$ cat config.mk
export PLATFORM = sky130hd
export DESIGN_NAME = vga_fb_arbiter
export DESIGN_NICKNAME = d
export VERILOG_FILES = /design/src/rtl/vga_fb_arbiter.sv
export SDC_FILE = /design/constraint.sdc
export NUM_CORES = 1
export LEC_CHECK = 0
export CORE_AREA = 8 8 157 100
export DETAILED_ROUTE_END_ITERATION = 10
export DIE_AREA = 0 0 165 108
export PLACE_DENSITY = 0.79
export SYNTH_ARGS = -nofsm -noshare
export SYNTH_HDL_FRONTEND = slang
export SYNTH_SLANG_ARGS = --single-unit
$ cat constraint.sdc
create_clock -name VGA_CLK -period 4.2 [get_ports VGA_CLK]
set_clock_uncertainty 0.15 [all_clocks]
set_input_delay 0.84 -clock VGA_CLK [delete_from_list [all_inputs] [get_ports VGA_CLK]]
set_output_delay 0.84 -clock VGA_CLK [all_outputs]
set_load 0.02 [all_outputs]
$ cat src/rtl/vga_fb_arbiter.sv
// vga_fb_arbiter
//   Shares one single-port synchronous framebuffer RAM between the VGA
//   scan-out fetch and a buffered pixel writer, all in the VGA_CLK domain.
//   Scan-out reads always win and return with a fixed 3-cycle latency.
//   Writer pixels wait in a small FIFO and drain on cycles with no read.
//
//   Optional build macro: VGA_FB_ARB_STATS_EN
//     Adds STALL_CYCLES (saturating count of cycles where queued writes were
//     held off by a display read) and OVERRUN (sticky, a pixel was offered
//     while the FIFO was full). Both are cleared only by reset.
module vga_fb_arbiter #(
  parameter int ADDR_WIDTH  = 19,
  parameter int DATA_WIDTH  = 12,
  parameter int WFIFO_DEPTH = 4
) (
  input  logic                         VGA_CLK,
  input  logic                         VGA_RESET_N,
  input  logic                         DISP_RD_REQ,
  input  logic [ADDR_WIDTH-1:0]        DISP_RD_ADDR,
  output logic [DATA_WIDTH-1:0]        DISP_RD_DATA,
  output logic                         DISP_RD_VALID,
  input  logic                         WR_VALID,
  output logic                         WR_READY,
  input  logic [ADDR_WIDTH-1:0]        WR_ADDR,
  input  logic [DATA_WIDTH-1:0]        WR_DATA,
  output logic [ADDR_WIDTH-1:0]        MEM_ADDR,
  output logic [DATA_WIDTH-1:0]        MEM_WDATA,
  output logic                         MEM_WE,
  input  logic [DATA_WIDTH-1:0]        MEM_RDATA,
  output logic [$clog2(WFIFO_DEPTH):0] WFIFO_COUNT
`ifdef VGA_FB_ARB_STATS_EN
  ,
  output logic [15:0]                  STALL_CYCLES,
  output logic [0:0]                   OVERRUN
`endif
);

  localparam int PTR_W = $clog2(WFIFO_DEPTH);
  localparam int CNT_W = PTR_W + 1;

  localparam logic [CNT_W-1:0] CNT_FULL = CNT_W'(WFIFO_DEPTH);
  localparam logic [CNT_W-1:0] CNT_ONE  = CNT_W'(1);
  localparam logic [PTR_W-1:0] PTR_ONE  = PTR_W'(1);

  // Pointer wrap relies on natural binary overflow, so depth must be 2^n.
  if (WFIFO_DEPTH < 2 || (WFIFO_DEPTH & (WFIFO_DEPTH - 1)) != 0) begin : g_bad_depth
    $error("vga_fb_arbiter: WFIFO_DEPTH must be a power of two and at least 2");
  end

  // Registered grant: which requester owns the RAM port this cycle.
  typedef enum logic [1:0] {
    GRANT_IDLE  = 2'd0,
    GRANT_DISP  = 2'd1,
    GRANT_WRITE = 2'd2
  } grant_e;

  grant_e grant_q;
  grant_e grant_d;

  // ---------------------------------------------------------------------------
  // Write FIFO
  // ---------------------------------------------------------------------------
  logic [ADDR_WIDTH-1:0] fifo_addr_q [WFIFO_DEPTH];
  logic [DATA_WIDTH-1:0] fifo_data_q [WFIFO_DEPTH];
  logic [PTR_W-1:0]      wr_ptr_q;
  logic [PTR_W-1:0]      rd_ptr_q;
  logic [CNT_W-1:0]      count_q;
  logic                  fifo_empty;
  logic                  push;
  logic                  pop;

  assign fifo_empty  = (count_q == '0);
  assign WR_READY    = (count_q != CNT_FULL);
  assign push        = WR_VALID & WR_READY;
  assign WFIFO_COUNT = count_q;

  // Registered RAM command (next values come from the grant output logic).
  logic [ADDR_WIDTH-1:0] mem_addr_d;
  logic [DATA_WIDTH-1:0] mem_wdata_d;
  logic                  mem_we_d;

  // Read return pipeline: high in the cycle MEM_RDATA carries a display pixel.
  logic rd_return_q;

  // ---------------------------------------------------------------------------
  // Grant FSM
  // ---------------------------------------------------------------------------

  // Grant state register.
  // NOTE: clocked blocks use non-blocking (<=) so every register samples
  // pre-edge values, independent of block ordering in the simulator.
  always_ff @(posedge VGA_CLK) begin
    if (!VGA_RESET_N) begin
      grant_q <= GRANT_IDLE;
    end else begin
      grant_q <= grant_d;
    end
  end

  // Next grant: display has strict priority, queued writes take any gap.
  // NOTE: every signal driven here gets a default first, so no path leaves
  // it unassigned and no latch is inferred.
  always_comb begin
    grant_d = GRANT_IDLE;
    if (DISP_RD_REQ) begin
      grant_d = GRANT_DISP;
    end else if (!fifo_empty) begin
      grant_d = GRANT_WRITE;
    end
  end

  // Grant outputs: RAM command for the next cycle and the FIFO pop strobe.
  always_comb begin
    mem_addr_d  = MEM_ADDR;
    mem_wdata_d = MEM_WDATA;
    mem_we_d    = 1'b0;
    pop         = 1'b0;
    case (grant_d)
      GRANT_DISP: begin
        mem_addr_d = DISP_RD_ADDR;
      end
      GRANT_WRITE: begin
        mem_addr_d  = fifo_addr_q[rd_ptr_q];
        mem_wdata_d = fifo_data_q[rd_ptr_q];
        mem_we_d    = 1'b1;
        pop         = 1'b1;
      end
      default: begin
        // Idle: address and data hold, write enable stays low.
      end
    endcase
  end

  // RAM command registers driving the framebuffer port.
  always_ff @(posedge VGA_CLK) begin
    if (!VGA_RESET_N) begin
      MEM_ADDR  <= '0;
      MEM_WDATA <= '0;
      MEM_WE    <= 1'b0;
    end else begin
      MEM_ADDR  <= mem_addr_d;
      MEM_WDATA <= mem_wdata_d;
      MEM_WE    <= mem_we_d;
    end
  end

  // ---------------------------------------------------------------------------
  // FIFO state
  // ---------------------------------------------------------------------------

  // FIFO storage: written on push only.
  // NOTE: the entry array is deliberately not reset; the pointers and count
  // decide which entries are live, so stale contents are never observed.
  always_ff @(posedge VGA_CLK) begin
    if (push) begin
      fifo_addr_q[wr_ptr_q] <= WR_ADDR;
      fifo_data_q[wr_ptr_q] <= WR_DATA;
    end
  end

  // FIFO pointers and occupancy; reset discards every queued pixel.
  always_ff @(posedge VGA_CLK) begin
    if (!VGA_RESET_N) begin
      wr_ptr_q <= '0;
      rd_ptr_q <= '0;
      count_q  <= '0;
    end else begin
      if (push) begin
        wr_ptr_q <= wr_ptr_q + PTR_ONE;
      end
      if (pop) begin
        rd_ptr_q <= rd_ptr_q + PTR_ONE;
      end
      case ({push, pop})
        2'b10:   count_q <= count_q + CNT_ONE;
        2'b01:   count_q <= count_q - CNT_ONE;
        default: count_q <= count_q;
      endcase
    end
  end

  // ---------------------------------------------------------------------------
  // Read return path
  // ---------------------------------------------------------------------------

  // Track reads through the RAM and register the returned pixel.
  // Request at t -> grant_q=DISP at t+1 -> rd_return_q at t+2 -> valid at t+3.
  always_ff @(posedge VGA_CLK) begin
    if (!VGA_RESET_N) begin
      rd_return_q   <= 1'b0;
      DISP_RD_VALID <= 1'b0;
      DISP_RD_DATA  <= '0;
    end else begin
      rd_return_q   <= (grant_q == GRANT_DISP);
      DISP_RD_VALID <= rd_return_q;
      if (rd_return_q) begin
        DISP_RD_DATA <= MEM_RDATA;
      end
    end
  end

`ifdef VGA_FB_ARB_STATS_EN
  // ---------------------------------------------------------------------------
  // Statistics
  // ---------------------------------------------------------------------------
  logic [15:0] stall_q;
  logic        overrun_q;

  assign STALL_CYCLES = stall_q;
  assign OVERRUN      = overrun_q;

  // Count write stalls (saturating) and latch any push attempt while full.
  always_ff @(posedge VGA_CLK) begin
    if (!VGA_RESET_N) begin
      stall_q   <= '0;
      overrun_q <= 1'b0;
    end else begin
      if (DISP_RD_REQ && !fifo_empty && stall_q != 16'hFFFF) begin
        stall_q <= stall_q + 16'd1;
      end
      if (WR_VALID && !WR_READY) begin
        overrun_q <= 1'b1;
      end
    end
  end
`endif

endmodule

==> flow_summary.yaml <==
synth:
  yosys_register_bits: 181
  synth_area_mm2: 0.006644
  syn-mean-instance-area_um2: 18.51
  syn_inst: 359
  ys_seq_area_frac: 0.7322
  yosysMostFrequentCell: "edfxtp_1"
  synth_edf_count: 124
  synthFlopType: "edfxtp_1"
  synth_area_leaders: "edfxtp_1, dfxtp_1, mux4_2, a221o_1, and3_1"
  yosysWarnings: 0
  async_reset_ff_frac: 0
  synth_cell_type_count: 36
  synth_top_area_frac: 0.5605
  synth_common_cells: "edfxtp_1, dfxtp_1, mux4_2, and3_1, a221o_1"
  post-synth-top-area-cell: "edfxtp_1"
  synth_fp_nets: 431
global_route:
  grt_use_total: 0.1653
  overflow: 0
  grt_max_degree: 32
  grt_pass1_vias: 4003
  antenna_found_initial: 2
  grt_pass1_wl_mm: 21.96
sta:
  rsz0062_at_grt: "no"
  maxSlewHeadroom: 0.2690
  min_period_ns: 2.934
  setup_viol: 0
  tightest_slew_ns: 1.095
  finalSetupTns_ns: 0
  fmax_mhz: 340.8
  drv_slew: 0
  fin_crit_sh: 0.6986
  hold_viol_final: 0
routing:
  firstDrtPassIters: 4
  wl_per_cell_um: 21.26
  totalWireLength_mm: 14.07
  drc: 0
  vias_per_cell: 5.443
  wl_met2_mm: 6.457
  vias: 3603
  final_antenna_net_count: 0
  drtIter0Drc: 191
  wl_met1_mm: 6.108
  topRoutingLayerUsed: "met5"
  routed-wl-met3_mm: 1.408
setup_path:
  crit_type: "register to output port"
  reg2reg_depth: 8
  crit_fanout: 10
  worstPathRequired_ns: 3.21
  critPathArrivalTime_ns: 1.94
  crit_path_end_kind: "output port"
  critPathLaunchType: "register"
clock_network:
  postCtsHoldBufs: 0
  cts_resized: 0
  clock_latency_ns: 0.43
  htreeDepth: 4
  path_clk_slew_ns: 0.07
  clockBufferDepth: 2
  cts_buffers: 17
  clock_sinks: 181
  root_buffer: "clkbuf_16"
  cts_tree: "built"
  cts_post_setup_buffers_inserted: 0
pwr:
  p_seq_frac: 0.476
  powerDensity_mw_per_mm2: 569.0
  internal-power_uw: 3513
  clockPowerShare: 0.325
  power.switching_uw: 1319
  share_comb_of_total_power: 0.199
  ir_drop_mv: 0.3060
  power_switching_share: 0.2730
  leakagePower_uw: 0.002911
floorplanning:
  die_x_um: 165
  core_area_mm2: 0.01334
  dieArea_mm2: 0.01782
  rows: 33
  die_h_um: 108
  initial_core_util: 0.4982
  pin_count: 115
placement:
  port_buffers: 114
  post-dp-hpwl_mm: 9.128
  dpl-instance-area_mm2: 0.007899
  gp_congestion: 0.7303
finish:
  fin_nets: 545
  seq_area_mm2: 0.004865
  drive_gt1_frac: 0.1564
  area_growth_pct: 27.82
  multi_input_area_mm2: 0.001618
  nFillCells: 940
  final_cell_area_mm2: 0.008492
flow_run:
  max_cap_viol_count: 0
run_status:
  status: "finished clean"
min_path:
  hold_depth: 1
  hold_path.class: "register to register"
[cell families (layout without fill, tap and decap cells)]
group,count (synthesis),after routing,synth area share
other,0,1,0
xor gates and xnor gates,2,2,0.002637
adders and majority gates,6,6,0.01243
AOI/OAI and AO/OA,44,44,0.05574
DFF,181,181,0.7322
buffers and inverters,30,157,0.02599
muxes,43,43,0.1232
and+or+nand+nor,53,53,0.04784
[metal layers]
metal  GRT usage  up-vias
li1            -     1670
met1      0.2116     1771
met2      0.2586      146
met3     0.05882       12
met4     0.05890        4
met5           0        -
[path summary, 6_finish.rpt]
| kind | from | to | slack (ns) |
|---|---|---|---|
| worst max-delay path | WFIFO_COUNT[2]$_SDFFE_PN0P_ | WR_READY | 1.27 |
| worst min-delay path | grant_q[1]$_SDFF_PN0_ | rd_return_q$_SDFF_PN0_ | 0.25 |
| worst max register to register | WFIFO_COUNT[2]$_SDFFE_PN0P_ | WFIFO_COUNT[2]$_SDFFE_PN0P_ | 1.67 |
| worst min register to register | grant_q[1]$_SDFF_PN0_ | rd_return_q$_SDFF_PN0_ | 0.25 |
[power groups by stage]
stage | sequential (µW) | clock, µW | combinational [µW]
final | 2300 | 1570 | 961
after global routing | 2340 | 1670 | 1030
after CTS | 2310 | 1600 | 975
after detailed placement | 2340 | 0 | 973
after global placement | 2330 | 0 | 948
after floorplan | 2350 | 0 | 557
[stage by stage]
stage	cells	total power, µW	utilization	worst slack, ns	hold slack (ns)
after global placement	629	3283	0.5923	1.041	0.2397
after CTS	661	4879	0.6366	1.232	0.2507
after detailed placement	629	3316	0.5923	0.9370	0.2403
after floorplan	359	2909	-	1.596	0.2229
after global routing	661	5041	0.6366	1.169	0.2631
final	662	4832	0.6367	1.266	0.2454
[final cells by class]
class / count / area share
Clock buffer: 18 / 0.05304
Clock inverter: 14 / 0.01650
Multi-Input combinational cell: 148 / 0.1905
Antenna cell: 1 / 0.0002947
Sequential cell: 181 / 0.5729
Tap cell: 175 / 0.02578
Inverter: 7 / 0.003094
Timing Repair Buffer: 118 / 0.1379
[state kept, by name, summed over array words and instances (netlist names), 2 cells and up, named ones only]
name / count
WFIFO_COUNT: 3
MEM_ADDR: 19
fifo_data_q: 48
DISP_RD_DATA: 12
grant_q: 2
MEM_WDATA: 12
fifo_addr_q: 76
rd_ptr_q: 2
wr_ptr_q: 2
[layout by cell type (no fill, tap or decap), drive strengths merged, types with 14 or more instances in the layout]
master / instances
inv: 14
nor2: 16
and3: 23
clkbuf: 18
edfxtp: 124
mux4: 31
a221o: 19
clkdlybuf4s50: 114
dfxtp: 57
[worst max-delay path, stage by stage, from the launching register on]
cell	delay, ns
dfxtp_1	0.42
or3b_1	0.51
clkdlybuf4s50_1	0.60
No activity file was read; power rests on OpenSTA's default activity.
